**config.mk**
```make
export PLATFORM = sky130hd
export DESIGN_NAME = adsr_env_flat
export DESIGN_NICKNAME = d
export VERILOG_FILES = /design/src/rtl/adsr_env_if.sv /design/src/rtl/adsr_env.sv /design/src/flat_wrapper.sv
export SDC_FILE = /design/constraint.sdc
export NUM_CORES = 1
export LEC_CHECK = 0
export ABC_CLOCK_PERIOD_IN_PS = 7500
export CAP_MARGIN = 10
export CORE_MARGIN = 3
export CORE_UTILIZATION = 60
export DETAILED_ROUTE_END_ITERATION = 10
export PLACE_DENSITY_LB_ADDON = 0.1
export SYNTH_ARGS = -nofsm -noshare
export SYNTH_HDL_FRONTEND = slang
export SYNTH_SLANG_ARGS = --single-unit
```
**constraint.sdc**
```tcl
create_clock -name clk -period 7.5 [get_ports clk]
set_clock_uncertainty 0.2 [all_clocks]
set_input_delay 1.5 -clock clk [delete_from_list [all_inputs] [get_ports clk]]
set_output_delay 1.5 -clock clk [all_outputs]
set_load 0.005 [all_outputs]
```
**src/rtl/adsr_env_if.sv**
```systemverilog
// Envelope generator bus: control/sample inputs and envelope outputs.
// The master drives gate, rates, sustain and the oscillator sample; the slave returns the scaled sample and status.
interface adsr_env_if #(
  parameter int unsigned NBITS = 10
);
  logic             gate;
  logic [7:0]       attack_rate;
  logic [7:0]       decay_rate;
  logic [NBITS-1:0] sustain_level;
  logic [7:0]       release_rate;
  logic [NBITS-1:0] din;
  logic [NBITS-1:0] dout;
  logic [NBITS-1:0] env_level;
  logic [2:0]       state;
  logic             active;

  modport master (
    output gate, attack_rate, decay_rate, sustain_level, release_rate, din,
    input  dout, env_level, state, active
  );

  modport slave (
    input  gate, attack_rate, decay_rate, sustain_level, release_rate, din,
    output dout, env_level, state, active
  );
endinterface

```
**src/rtl/adsr_env.sv**
```systemverilog
// ADSR envelope generator: the level steps once per tick, and the oscillator sample is scaled by (level+1)/2^NBITS.
// Gate edges are handled on every clk and override a coincident tick.
module adsr_env #(
  parameter int unsigned NBITS    = 10,
  parameter int unsigned TICK_DIV = 1000
) (
  input logic       clk,
  input logic       rst_n,
  adsr_env_if.slave env
);

  localparam int unsigned CNT_W  = (TICK_DIV > 1) ? $clog2(TICK_DIV) : 1;
  localparam int unsigned SUM_W  = NBITS + 1;
  localparam int unsigned PROD_W = 2 * NBITS + 1;

  localparam logic [CNT_W-1:0] CNT_MAX = CNT_W'(TICK_DIV - 1);
  localparam logic [NBITS-1:0] LVL_MAX = '1;

  localparam logic [2:0] S_IDLE    = 3'd0;
  localparam logic [2:0] S_ATTACK  = 3'd1;
  localparam logic [2:0] S_DECAY   = 3'd2;
  localparam logic [2:0] S_SUSTAIN = 3'd3;
  localparam logic [2:0] S_RELEASE = 3'd4;

  logic [CNT_W-1:0]  cnt_q, cnt_d;
  logic              gate_q;
  logic [2:0]        state_q, state_d;
  logic [NBITS-1:0]  level_q, level_d;
  logic [NBITS-1:0]  dout_q, dout_d;
  logic              active_q, active_d;

  logic              tick_c;
  logic              rise_c;
  logic              fall_c;
  logic [SUM_W-1:0]  level_ext_c;
  logic [SUM_W-1:0]  atk_sum_c;
  logic [SUM_W-1:0]  dec_thr_c;
  logic [SUM_W-1:0]  dec_diff_c;
  logic [SUM_W-1:0]  rel_rate_c;
  logic [SUM_W-1:0]  rel_diff_c;
  logic [PROD_W-1:0] prod_c;

  // A zero rate would stall the envelope forever, so it is promoted to 1.
  function automatic logic [SUM_W-1:0] rate_eff(input logic [7:0] r);
    return (r == 8'd0) ? SUM_W'(1) : SUM_W'(r);
  endfunction

  // Free-running tick divider.
  always_comb begin
    tick_c = (cnt_q == CNT_MAX);
    cnt_d  = tick_c ? '0 : cnt_q + CNT_W'(1);
  end

  // Next-state, level and scaled-sample logic.
  always_comb begin
    state_d     = state_q;
    level_d     = level_q;
    rise_c      = env.gate & ~gate_q;
    fall_c      = ~env.gate & gate_q;
    level_ext_c = SUM_W'(level_q);
    atk_sum_c   = level_ext_c + rate_eff(env.attack_rate);
    dec_thr_c   = SUM_W'(env.sustain_level) + rate_eff(env.decay_rate);
    dec_diff_c  = level_ext_c - rate_eff(env.decay_rate);
    rel_rate_c  = rate_eff(env.release_rate);
    rel_diff_c  = level_ext_c - rel_rate_c;

    if (rise_c) begin
      state_d = S_ATTACK;
    end else if (fall_c && (state_q == S_ATTACK || state_q == S_DECAY ||
                            state_q == S_SUSTAIN)) begin
      state_d = S_RELEASE;
    end else if (tick_c) begin
      case (state_q)
        S_IDLE: begin
          level_d = '0;
        end
        S_ATTACK: begin
          if (atk_sum_c >= SUM_W'(LVL_MAX)) begin
            level_d = LVL_MAX;
            state_d = S_DECAY;
          end else begin
            level_d = NBITS'(atk_sum_c);
          end
        end
        S_DECAY: begin
          if (level_ext_c <= dec_thr_c) begin
            level_d = env.sustain_level;
            state_d = S_SUSTAIN;
          end else begin
            level_d = NBITS'(dec_diff_c);
          end
        end
        S_SUSTAIN: begin
          level_d = env.sustain_level;
        end
        S_RELEASE: begin
          if (level_ext_c <= rel_rate_c) begin
            level_d = '0;
            state_d = S_IDLE;
          end else begin
            level_d = NBITS'(rel_diff_c);
          end
        end
        default: begin
          level_d = '0;
          state_d = S_IDLE;
        end
      endcase
    end

    // (level+1) makes full scale an exact pass-through of din.
    prod_c   = PROD_W'(env.din) * PROD_W'(level_ext_c + SUM_W'(1));
    dout_d   = NBITS'(prod_c >> NBITS);
    active_d = (state_d != S_IDLE);
  end

  always_ff @(posedge clk or negedge rst_n) begin
    if (!rst_n) begin
      cnt_q    <= '0;
      gate_q   <= 1'b0;
      state_q  <= S_IDLE;
      level_q  <= '0;
      dout_q   <= '0;
      active_q <= 1'b0;
    end else begin
      cnt_q    <= cnt_d;
      gate_q   <= env.gate;
      state_q  <= state_d;
      level_q  <= level_d;
      dout_q   <= dout_d;
      active_q <= active_d;
    end
  end

  assign env.dout      = dout_q;
  assign env.env_level = level_q;
  assign env.state     = state_q;
  assign env.active    = active_q;

endmodule

```
**src/flat_wrapper.sv**
```systemverilog
// flat-port wrapper written by rule: the top's interface ports become plain ports
module adsr_env_flat 
#(
  parameter int unsigned NBITS    = 10,
  parameter int unsigned TICK_DIV = 1000
)
  (clk, rst_n, env_gate, env_attack_rate, env_decay_rate, env_sustain_level, env_release_rate, env_din, env_dout, env_env_level, env_state, env_active);
  adsr_env_if #(.NBITS(NBITS)) env_i ();
  input logic clk;
  input logic rst_n;
  input wire logic [$bits(env_i.gate)-1:0] env_gate;
  input wire logic [$bits(env_i.attack_rate)-1:0] env_attack_rate;
  input wire logic [$bits(env_i.decay_rate)-1:0] env_decay_rate;
  input wire logic [$bits(env_i.sustain_level)-1:0] env_sustain_level;
  input wire logic [$bits(env_i.release_rate)-1:0] env_release_rate;
  input wire logic [$bits(env_i.din)-1:0] env_din;
  output wire logic [$bits(env_i.dout)-1:0] env_dout;
  output wire logic [$bits(env_i.env_level)-1:0] env_env_level;
  output wire logic [$bits(env_i.state)-1:0] env_state;
  output wire logic [$bits(env_i.active)-1:0] env_active;
  assign env_i.gate = env_gate;
  assign env_i.attack_rate = env_attack_rate;
  assign env_i.decay_rate = env_decay_rate;
  assign env_i.sustain_level = env_sustain_level;
  assign env_i.release_rate = env_release_rate;
  assign env_i.din = env_din;
  assign env_dout = env_i.dout;
  assign env_env_level = env_i.env_level;
  assign env_state = env_i.state;
  assign env_active = env_i.active;
  adsr_env #(.NBITS(NBITS), .TICK_DIV(TICK_DIV)) u_core (.clk(clk), .rst_n(rst_n), .env(env_i));
endmodule
```
## Word level (Yosys, flattened, before mapping)

Index checks and enable logic that the tools add are counted.

- Flip-flop bits (word level): 35
- Bits in latches: 0
- Bits in writable memories: 0
- Bits in read-only memories: 0
- Bits of input ports: 47
- Output and inout bits: 24
- Logic and storage cells: 52
- Memories: 0

- Add/sub/neg operators: 6
- Multipliers: 1
- Div/mod/pow operators: 0
- Magnitude comparators: 3
- Eq/ne operators: 5
- Shift operators: 0
- Muxes and demuxes: 15
- Bitwise logic cells: 6
- Reduce and logical (&&, ||, !) cells: 10

Operators with widths:

| cell | number |
|---|---|
| two-way mux 10 bit | 4 |
| one-hot mux 10 bit (4 select lines) | 1 |
| logical NOT 8 bit | 3 |
| two-way mux 8 bit | 3 |
| adder 10 x 11 -> 11 bit | 2 |
| less-or-equal comparator 10 x 11 -> 1 bit | 2 |
| multiplier 10 x 21 -> 20 bit | 1 |
| subtractor 10 bit | 2 |
| two-way mux 3 bit | 6 |
| one-hot mux 3 bit (4 select lines) | 1 |
| adder 10 x 1 -> 11 bit (second input constant) | 1 |
| greater-or-equal comparator 11 x 10 -> 1 bit (second input constant) | 1 |
| adder 10 x 1 -> 10 bit (second input constant) | 1 |
| equality test 10 bit (second input constant) | 1 |
| equality test 3 x 2 -> 1 bit (second input constant) | 2 |
| inverter 1 bit | 4 |
| equality test 3 x 1 -> 1 bit (second input constant) | 1 |
| equality test 3 bit (second input constant) | 1 |
| logical NOT 3 bit | 1 |
| AND reduction 3 bit | 1 |
| nonzero test 3 bit | 1 |
| AND 1 bit | 2 |
| logical OR 1 bit | 2 |
| OR reduction 2 bit | 1 |
| logical AND 1 bit | 1 |

## Longest topological paths before layout

Gate-level depths: netlist of run 1.

- Word-level depth: 10
- Gate-level depth with buffers: 23
- Mapped depth without buffers: 23

## Worst setup path after synthesis of run 1

Ideal clock, no wire load.

- Path type: in2reg
- From: input port env_din[9]
- To: register u_core.dout_q[9] (netlist: u_core.env.dout[9])
- Setup time: 0.125 ns
- Arrival: 6.258 ns
- Required time: 7.175 ns
- Slack: 0.916 ns
- Stages on the path: 19
- Path buffers: 1
- Cell sequence: clkbuf_1 > nand2_1 > fa_1 > fa_1 > inv_1 > fa_1 > inv_1 > fa_1 > inv_1 > fa_1 > ha_1 > nand2_1 > o21ai_0 > a21oi_1 > nor3b_2 > a41oi_1 > o31ai_1 > a21oi_1 > xnor2_1

- Word-level cells in the longest chain between the ends: 1

Ends and longest elaborated chain:

| element | RTL line | RTL |
|---|---|---|
| from (decl) | flat_wrapper.sv:16 | `input wire logic [$bits(env_i.din)-1:0] env_din;` |
| multiplier 10 x 21 -> 20 bit | adsr_env.sv:112 | `prod_c = PROD_W'(env.din) * PROD_W'(level_ext_c + SUM_W'(1));` |
| named net u_core.prod_c[19] | adsr_env.sv:41 | `logic [PROD_W-1:0] prod_c;` |
| to (signal assigned) | adsr_env.sv:130 | `dout_q <= dout_d;` |
| to (decl) | adsr_env.sv:29 | `logic [NBITS-1:0] dout_q, dout_d;` |

The timed path passes the listed nets, and every way through them passes these cells.
A chain may end at the register's enable or synchronous reset.

## Worst setup path in the final report of run 1

Same ends and word-level chain as after synthesis.

==> reports/results.ini, run 1 <==
[run_status]
status = finished, final reports clean

[global_routing]
track_usage_pct = 28.5
grt_pass1_wl_um = 29600
gr-max-usage-layer = met2
grt_use_met2_pct = 48.1
met1_usage_pct = 37.2
use_met3_pct = 3.80
grt_pass1_vias = 6086
antenna_found_initial = 0
grt_start_max_net_pins = 36
gr-total-overflow = 0

[synthesis]
muxShareOfSynthArea_pct = 0.292
ys_types = 70
synth_top_area_cell = fa_1
synthDominantCellAreaShare_pct = 21.0
ys_dominant_reg_cell = dfrtp_1
synth-compound-area-share_pct = 14.4
synthAdderAreaFrac_pct = 38.4
netlist_instances = 797
ys_ff_latch = 35
synth_top_family_by_area = adder cells
syn_area_um2 = 6850
synth-edff-count = 0
synth-xor-area-share_pct = 6.90
syn_nets = 1011
synth_area_leaders = fa_1 (21%), ha_1 (17%), dfrtp_1 (13%), inv_1 (6.1%), nand2_1 (5.2%)
yosys-top-cells-count = inv_1 (111), ha_1 (95), nand2_1 (94)
synth.yosys.seq_area_share_pct = 12.8
syn-mean-instance-area_um2 = 8.60
yosysMostFrequentCell = inv_1
synth-simple-area-share_pct = 19.3
yosys_warnings = 0
async_reset_ff_share_pct = 100

[critical_path]
worstPathArrival_ns = 7.07
crit_path_end_kind = flip-flop
critPathRequiredTime_ns = 7.47
path_class = primary input to flip-flop
start_kind = primary input
worstPathMaxFanout = 11

[cells_and_area]
drive_gt1_share_pct = 5.32
area_delta_synth_final_pct = 15.3
antenna-diode-count = 0
fin_nets = 1078

[cts]
ctsResizeCount = 0
clk_pin_slew_ns = 0.06
clockRootBuffer = clkbuf_16
holdBufCountCts = 0
cts_tree = done
clkSinkCount = 35
clockBufferDepth = 2
cts_htree_levels = 2
insertion_delay_ns = 0.29
numCtsBuffers = 5
postCtsSetupBuffers = 0

[power_and_ir_drop]
powerDensity_nw_per_um2 = 75.6
finalPower_mw = 0.597
ir_drop_mv = 0.106
leakagePower_nw = 4.01

[detailed_routing]
drt_wl_total_um = 17400
wire_per_inst_um = 17.3
drt_iter0_markers = 327
antenna_left = 0
drc = 0
firstDrtPassIters = 5
vias_per_cell = 5.86
vias = 5891

[flow_run]
maxCapViolCount = 0

[floorplanning]
die_w_um = 113
fp.dieH_um = 113
start_util_pct = 62.4
rows = 38
dieArea_um2 = 12700
io_pins = 71
core-area_um2 = 11000

[sta]
fin_crit_sh_pct = 94.7
fin_crit_ns = 7.11
fmax_mhz = 141
tns_ns = 0
slew_headroom_pct = 44.7
drv_slew = 0
final-hold-violation-count = 0
setup_viol_count_final = 0
rsz0062_at_grt = false
tightest_slew_ns = 0.830

[placed_design]
io_buffers = 70
place_hpwl_um = 14200
place.gp.congestion = 0.946

[hold_path]
hp-class = flip-flop to flip-flop

metrics by stage:
stage	hold WS, ns	instance area, um^2	util (%)	instances	setup slack, ns
CTS	0.273	7900	71.9	1005	0.385
detailed placement	0.263	7720	70.3	997	0.0796
finish	0.273	7900	71.9	1005	0.395
global placement	0.258	7720	70.3	997	0.308
floorplan	0.236	6850	-	797	0.916
global route	0.327	7900	71.9	1005	0.0101
metal layers:
metal  vias to the layer above  wire length, um  part of all wire (%)
met5                         -                0                     0
met4                         0              673                   3.9
met3                        40              948                   5.5
met2                       184             8520                    49
met1                      2863             7220                    42
li1                       2804                -                     -
report_power, final:
group	internal (mW)	switching [mW]	total, mW
Sequential	0.191	0.00551	0.197
Combinational	0.0721	0.0782	0.150
Clock	0.158	0.0917	0.250
path summary, 6_finish.rpt:
path,start,endpoint,slack (ns),cells past startpoint
min in group asynchronous,rst_n,u_core.cnt_q[5],1.11,1
hold / removal,u_core.cnt_q[9],u_core.cnt_q[9],0.27,1
hold reg to reg,u_core.cnt_q[9],u_core.cnt_q[9],0.27,1
setup reg to reg,u_core.env.env_level[0],u_core.env.dout[9],0.52,23
setup / recovery,env_din[9],u_core.env.dout[9],0.39,19
max in group asynchronous,rst_n,u_core.env.dout[1],5.47,1
cells by family after synthesis:
family / after synthesis
AND/OR/NAND/NOR: 260
adder cells (fa/ha/maj): 167
AO/OA/AOI/OAI: 141
buffers and inverters: 138
XOR/XNOR: 54
flip-flops: 35
multiplexers: 2
layout make-up:
class / count / area, um^2
Tap cell: 140 / 175
Clock buffer: 5 / 125
Inverter: 111 / 417
Timing Repair Buffer: 87 / 823
Sequential cell: 35 / 876
Multi-Input combinational cell: 624 / 5430
Fill cell: 874 / 3090
Clock inverter: 3 / 46.3
layout by cell type, fill, tap and decap left out, types with 31 or more instances in the layout:
cell and instances:
dfrtp_1 35, clkdlybuf4s50_1 69, xnor2_1 35, and2_1 38, fa_1 72, a21oi_1 36, nand2_1 94, ha_1 95
nor2_1 31, inv_1 111
state kept, by name, indices dropped and copies added (netlist names):
signal                cells
u_core.cnt_q             10
u_core.env.env_level     10
u_core.env.dout          10
u_core.env.active         1
u_core.gate_q             1
u_core.env.state          3
critical path, stage by stage:
cell and delay (ns):
clkdlybuf4s50_1 0.71, nand2_1 0.15, fa_1 0.53, fa_1 0.54, inv_1 0.05, fa_1 0.52, inv_1 0.05, fa_1 0.52
inv_1 0.05, fa_1 0.48, ha_1 0.33, nand2_1 0.05, o21ai_0 0.32, a21oi_1 0.09, nor3b_2 0.26, a41oi_1 0.21
o31ai_1 0.41, a21oi_1 0.14, xnor2_1 0.14
Power figures use the tool's default switching activity.
==> inputs of run 2 (changes only) <==
- CORE_ASPECT_RATIO: not set -> 1.5
- CTS_BUF_LIST: not set -> sky130_fd_sc_hd__clkbuf_8
==> run 2 against run 1 <==
Against the previous run: via count is 0.76% higher; critical path type unchanged; sequential cell count stayed put; hold slack better by 0.012 ns; routed wire length is 1.6% higher; highest routed layer unchanged; design area is 0.30% lower; largest power group is now registers; total power is 11% lower.
==> reports/results.ini, run 2 (synthesized netlist as in run 1, its figures left out) <==
[critical_path]
worstPathMaxFanout = 11  ; unchanged
crit_chain = clkdlybuf4s50_1 -> nand2_1 -> fa_1 -> fa_1 -> inv_1 -> fa_1 -> inv_1 -> fa_1 -> inv_1 -> fa_1 -> ha_1 -> nand2_1 -> o21ai_1 -> a21oi_1 -> nor3b_2 -> a41oi_1 -> o31ai_1 -> a21oi_1 -> xnor2_1
start_kind = primary input
critPathBufInv = 4  ; unchanged
r2r_slack_ns = 0.67  ; +0.15 ns
critPathRequiredTime_ns = 7.49  ; +0.02 ns
critical-path-top-delay-family = adder cells
worstPathArrival_ns = 7.04  ; -0.03 ns
critical-path-max-stage-delay_ns = 0.70  ; about the same
path_class = primary input to flip-flop
crit_path_end_kind = flip-flop
critical-path-slowest-cell = clkdlybuf4s50_1
cp_common_cell = fa_1

[cts]
clk_pin_slew_ns = 0.09  ; +0.03 ns
cts_htree_levels = 2  ; unchanged
clockBufferDepth = 2  ; unchanged
clkSinkCount = 35  ; unchanged
holdBufCountCts = 0  ; unchanged
insertion_delay_ns = 0.30  ; about the same
cts_tree = done
postCtsSetupBuffers = 0  ; unchanged
clockRootBuffer = clkbuf_8
numCtsBuffers = 5  ; unchanged

[detailed_routing]
vias_per_cell = 5.85  ; -0.23%
drt_iter0_markers = 270  ; -17%
wire_per_inst_um = 17.4  ; +0.59%
drt_wl_total_um = 17600  ; +1.6%
drc = 0  ; unchanged
firstDrtPassIters = 5  ; unchanged
vias = 5936  ; +0.76%
antenna_left = 0  ; unchanged

[global_routing]
track_usage_pct = 28.7  ; +0.16 points
grt_pass1_vias = 6241  ; +2.5%
grt_start_max_net_pins = 36  ; unchanged
antenna_found_initial = 0  ; unchanged
gr-total-overflow = 0  ; unchanged
grt_pass1_wl_um = 29200  ; -1.4%

[sta]
rsz0062_at_grt = false
fin_crit_ns = 7.05  ; -0.0514 ns
setup_viol_count_final = 0  ; unchanged
final-hold-violation-count = 0  ; unchanged
fin_crit_sh_pct = 94.1  ; -0.68 points
slew_headroom_pct = 44.6  ; -0.077 points
fmax_mhz = 142  ; +0.73%
drv_slew = 0  ; unchanged
tightest_slew_ns = 0.831  ; +0.00116 ns

[placed_design]
io_buffers = 70  ; unchanged
place_hpwl_um = 15000  ; +5.2%
dpl.cell_count = 1007  ; +1.0%
place.gp.congestion = 0.983  ; +3.9%

[power_and_ir_drop]
leakagePower_nw = 4.00  ; -0.13%
finalPower_mw = 0.530  ; -11%
powerDensity_nw_per_um2 = 67.3  ; -11%
ir_drop_mv = 0.0810  ; -24%

[floorplanning]
fp.dieH_um = 137  ; +21%
die_w_um = 93.2  ; -17%
core-area_um2 = 11100  ; +1.2%
start_util_pct = 61.6  ; -0.74 points
io_pins = 71  ; unchanged
rows = 47  ; +24%
dieArea_um2 = 12800  ; +0.21%

[cells_and_area]
final_common_cell = inv_1
antenna-diode-count = 0  ; unchanged
drive_gt1_share_pct = 5.65  ; +0.33 points
fillers = 854  ; -2.3%
fin_nets = 1081  ; +0.28%
fin_cells = 1015  ; +1.0%
area_delta_synth_final_pct = 14.9
final_cell_mix = inv_1 (111), ha_1 (95), nand2_1 (94), fa_1 (72), clkdlybuf4s50_1 (69)
fin_util_pct = 70.8  ; -1.1 points

[run_status]
status = finished, final reports clean

[hold_path]
hp-class = flip-flop to flip-flop

[flow_run]
maxCapViolCount = 0  ; unchanged

[run 2: cell count changes in the layout (fill, tap and decap cells not counted), sizes merged]
cell / change
clkinv: +1
clkinvlp: -1
buf: +3
[run 2: where the power goes]
group / internal (mW) / switching [mW]
Sequential: 0.191 / 0.00530
Clock: 0.101 / 0.0828
Combinational: 0.0715 / 0.0786
[run 2: final cells by class]
type,instances,area [um^2],share of cell area [%]
flip-flops and latches,35,876,11.1
well taps,147,184,2.34
inverters,111,417,5.29
repair buffers,90,846,10.7
clock inverters,3,47.5,0.604
clock buffers,5,68.8,0.874
multi-input cells,624,5430,69.0
[run 2: final timing paths]
| path | end | cells after the start | start |
|---|---|---|---|
| setup reg to reg | u_core.env.dout[9] | 23 | u_core.env.env_level[3] |
| hold reg to reg | u_core.cnt_q[0] | 1 | u_core.cnt_q[0] |
| min in group asynchronous | u_core.env.dout[9] | 1 | rst_n |
| hold / removal | u_core.cnt_q[0] | 1 | u_core.cnt_q[0] |
| setup / recovery | u_core.env.dout[9] | 19 | env_din[9] |
| max in group asynchronous | u_core.env.env_level[4] | 1 | rst_n |
[run 2: metal layers]
layer	up-vias	global-route usage, %	wire (um)	share of wire, %
li1	2801	-	-	-
met1	2873	31.7	6500	37
met2	203	54.1	9560	54
met3	59	3.52	809	4.6
met4	0	12.9	765	4.3
met5	-	0	0	0
[run 2: timing repair]
item,in CTS,in global routing
hold endpoints to repair,0,0
resized for setup,0,1
setup endpoints to repair,0,1
[run 2: stage by stage]
stage	setup TNS, ns	cell area, um^2	worst slack (ns)	hold WS [ns]
after global routing	0	7870	0.138	0.319
after floorplan	0	6850	0.916	0.236
final	0	7870	0.446	0.285
after detailed placement	-0.0502	7760	-0.0502	0.276
after global placement	0	7760	0.199	0.261
after CTS	0	7870	0.285	0.289
==> inputs of run 3 (changes only) <==
- CTS_BUF_LIST: sky130_fd_sc_hd__clkbuf_8 -> sky130_fd_sc_hd__clkbuf_16
==> run 3 against run 2 <==
Against the previous run: total power up 12%; routed wire length up 0.46%; via count up 0.12%; core utilization up 0.51 points; sequential power about the same; design area up 0.72%; global-route usage up 0.12 points; combinational power about the same; largest power group is now clock.
==> reports/results.ini, run 3 (synthesized netlist as in run 1, its figures left out) <==
[power_and_ir_drop]
powerDensity_nw_per_um2 = 75.1  ; +11%
power.share.clock_pct = 41.7  ; +7.1 points
internal_power_mw = 0.422  ; +16%
leakagePower_nw = 4.03  ; +0.64%
combPwrFrac_pct = 25.3  ; -3.0 points
p_switching_mw = 0.174  ; +4.2%
power_frac_seq_pct = 33.0  ; -4.0 points
ir_drop_mv = 0.111  ; +37%
switching_share_pct = 29.2  ; -2.3 points

[hold_path]
hp-class = flip-flop to flip-flop
min_to = u_core.cnt_q[0]
min_from = u_core.cnt_q[0]
hold_depth = 1  ; unchanged

[cells_and_area]
final-seq-area_um2 = 876  ; unchanged
multi_input_area_um2 = 5430  ; unchanged
final_cell_mix = inv_1 (111), ha_1 (95), nand2_1 (94), fa_1 (72), clkdlybuf4s50_1 (69)
fin_nets = 1081  ; unchanged
final_common_cell = inv_1
fillers = 840  ; -1.6%
area_delta_synth_final_pct = 15.7
drive_gt1_share_pct = 5.65  ; unchanged
antenna-diode-count = 0  ; unchanged

[detailed_routing]
vias = 5943  ; +0.12%
drc = 0  ; unchanged
wire_per_inst_um = 17.5  ; +0.46%
firstDrtPassIters = 5  ; unchanged
vias_per_cell = 5.86  ; +0.12%
drt_iter0_markers = 207  ; -23%
antenna_left = 0  ; unchanged
drt_wl_total_um = 17700  ; +0.46%

[cts]
clockRootBuffer = clkbuf_16
clkSinkCount = 35  ; unchanged
clockBufferDepth = 2  ; unchanged
numCtsBuffers = 5  ; unchanged
ctsResizeCount = 0  ; unchanged
cts_tree = done
postCtsSetupBuffers = 0  ; unchanged
insertion_delay_ns = 0.28  ; -0.02 ns
clk_pin_slew_ns = 0.07  ; -0.02 ns
cts_htree_levels = 2  ; unchanged
holdBufCountCts = 0  ; unchanged

[sta]
tns_ns = 0  ; unchanged
fmax_mhz = 141  ; -0.31%
final-hold-violation-count = 0  ; unchanged
setup_viol_count_final = 0  ; unchanged
drv_slew = 0  ; unchanged
timing.final.ws_setup_ns = 0.424  ; -0.0221 ns
rsz0062_at_grt = false
slew_headroom_pct = 44.4  ; -0.22 points
fin_crit_ns = 7.08  ; +0.0221 ns
tightest_slew_ns = 0.835  ; +0.00327 ns
fin_crit_sh_pct = 94.3  ; +0.29 points

[placed_design]
io_buffers = 70  ; unchanged
place_hpwl_um = 15000  ; unchanged
place_ws_ns = -0.0502  ; unchanged
place.gp.congestion = 0.983  ; unchanged

[critical_path]
critical-path-max-stage-delay_ns = 0.70  ; about the same
reg2reg_depth = 23  ; unchanged
r2r_end = u_core.env.dout[9]
worstPathMaxFanout = 11  ; unchanged
start_kind = primary input
critical-path-slowest-cell = clkdlybuf4s50_1
critical-path-top-delay-family = adder cells
critPathRequiredTime_ns = 7.47  ; -0.02 ns
crit_chain = clkdlybuf4s50_1 -> nand2_1 -> fa_1 -> fa_1 -> inv_1 -> fa_1 -> inv_1 -> fa_1 -> inv_1 -> fa_1 -> ha_1 -> nand2_1 -> o21ai_1 -> a21oi_1 -> nor3b_2 -> a41oi_1 -> o31ai_1 -> a21oi_1 -> xnor2_1
r2r_slack_ns = 0.66  ; about the same
cp_common_cell = fa_1
path_class = primary input to flip-flop
crit_path_end_kind = flip-flop
critPathBufInv = 4  ; unchanged
worstPathArrival_ns = 7.04  ; about the same
r2r-start = u_core.env.env_level[3]

[floorplanning]
dieArea_um2 = 12800  ; unchanged
rows = 47  ; unchanged
fp.dieH_um = 137  ; unchanged
start_util_pct = 61.6  ; unchanged
core-area_um2 = 11100  ; unchanged
die_w_um = 93.2  ; unchanged
io_pins = 71  ; unchanged

[global_routing]
grt_pass1_vias = 6280  ; +0.62%
met1_usage_pct = 31.4  ; -0.30 points
grt_use_met2_pct = 54.4  ; +0.32 points
grt_pass1_wl_um = 29300  ; +0.26%
track_usage_pct = 28.8  ; +0.12 points
grt_start_max_net_pins = 36  ; unchanged
gr-total-overflow = 0  ; unchanged
use_met3_pct = 3.52  ; unchanged
antenna_found_initial = 0  ; unchanged
gr-max-usage-layer = met2

[flow_run]
maxCapViolCount = 0  ; unchanged

[run_status]
status = finished, final reports clean

## run 3: changes by cell type in the layout (fill, tap and decap cells not counted)
cell | before | now
clkbuf_16 | 0 | 5
clkbuf_8 | 5 | 0
## run 3: worst max path at each step
stage / startpoint / endpoint / slack, ns / depth (start not counted)
floorplan: env_din[9] / u_core.env.dout[9] / 0.92 / 19
global placement: env_din[9] / u_core.env.dout[9] / 0.20 / 19
detailed placement: env_din[9] / u_core.env.dout[9] / -0.05 / 19
CTS: env_din[9] / u_core.env.dout[9] / 0.26 / 19
global route: env_din[9] / u_core.env.dout[9] / 0.11 / 19
finish: env_din[9] / u_core.env.dout[9] / 0.42 / 19
## run 3: metrics by stage
step / hold WS, ns / cells / power [mW] / utilization [%] / instance area, um^2
after global placement: 0.261 / 1007 / 0.345 / 69.8 / 7760
after CTS: 0.285 / 1015 / 0.597 / 71.3 / 7930
after detailed placement: 0.276 / 1007 / 0.349 / 69.8 / 7760
final: 0.283 / 1015 / 0.595 / 71.3 / 7930
after floorplan: 0.236 / 797 / 0.290 / - / 6850
after global routing: 0.315 / 1015 / 0.623 / 71.3 / 7930
## run 3: area by class of cell
type	count	share of cell area [%]
timing repair buffer	90	10.7
inverter	111	5.25
multi-input combinational	624	68.5
sequential	35	11.0
tap	147	2.32
clock buffer	5	1.58
clock inverter	3	0.600
## run 3: routing by layer
layer | routed length, um | up-vias | part of all wire, %
met4 | 833 | 0 | 4.7
met5 | 0 | - | 0
li1 | - | 2806 | -
met3 | 720 | 65 | 4.1
met2 | 9590 | 178 | 54
met1 | 6570 | 2894 | 37
## run 3: power groups by stage
stage	Sequential, mW	Combinational, mW	Clock (mW)
2_1_floorplan	0.197	0.0924	0
3_3_place_gp	0.200	0.145	0
3_5_place_dp	0.200	0.149	0
4_1_cts	0.196	0.150	0.251
5_1_grt	0.197	0.168	0.258
6_report	0.197	0.151	0.248
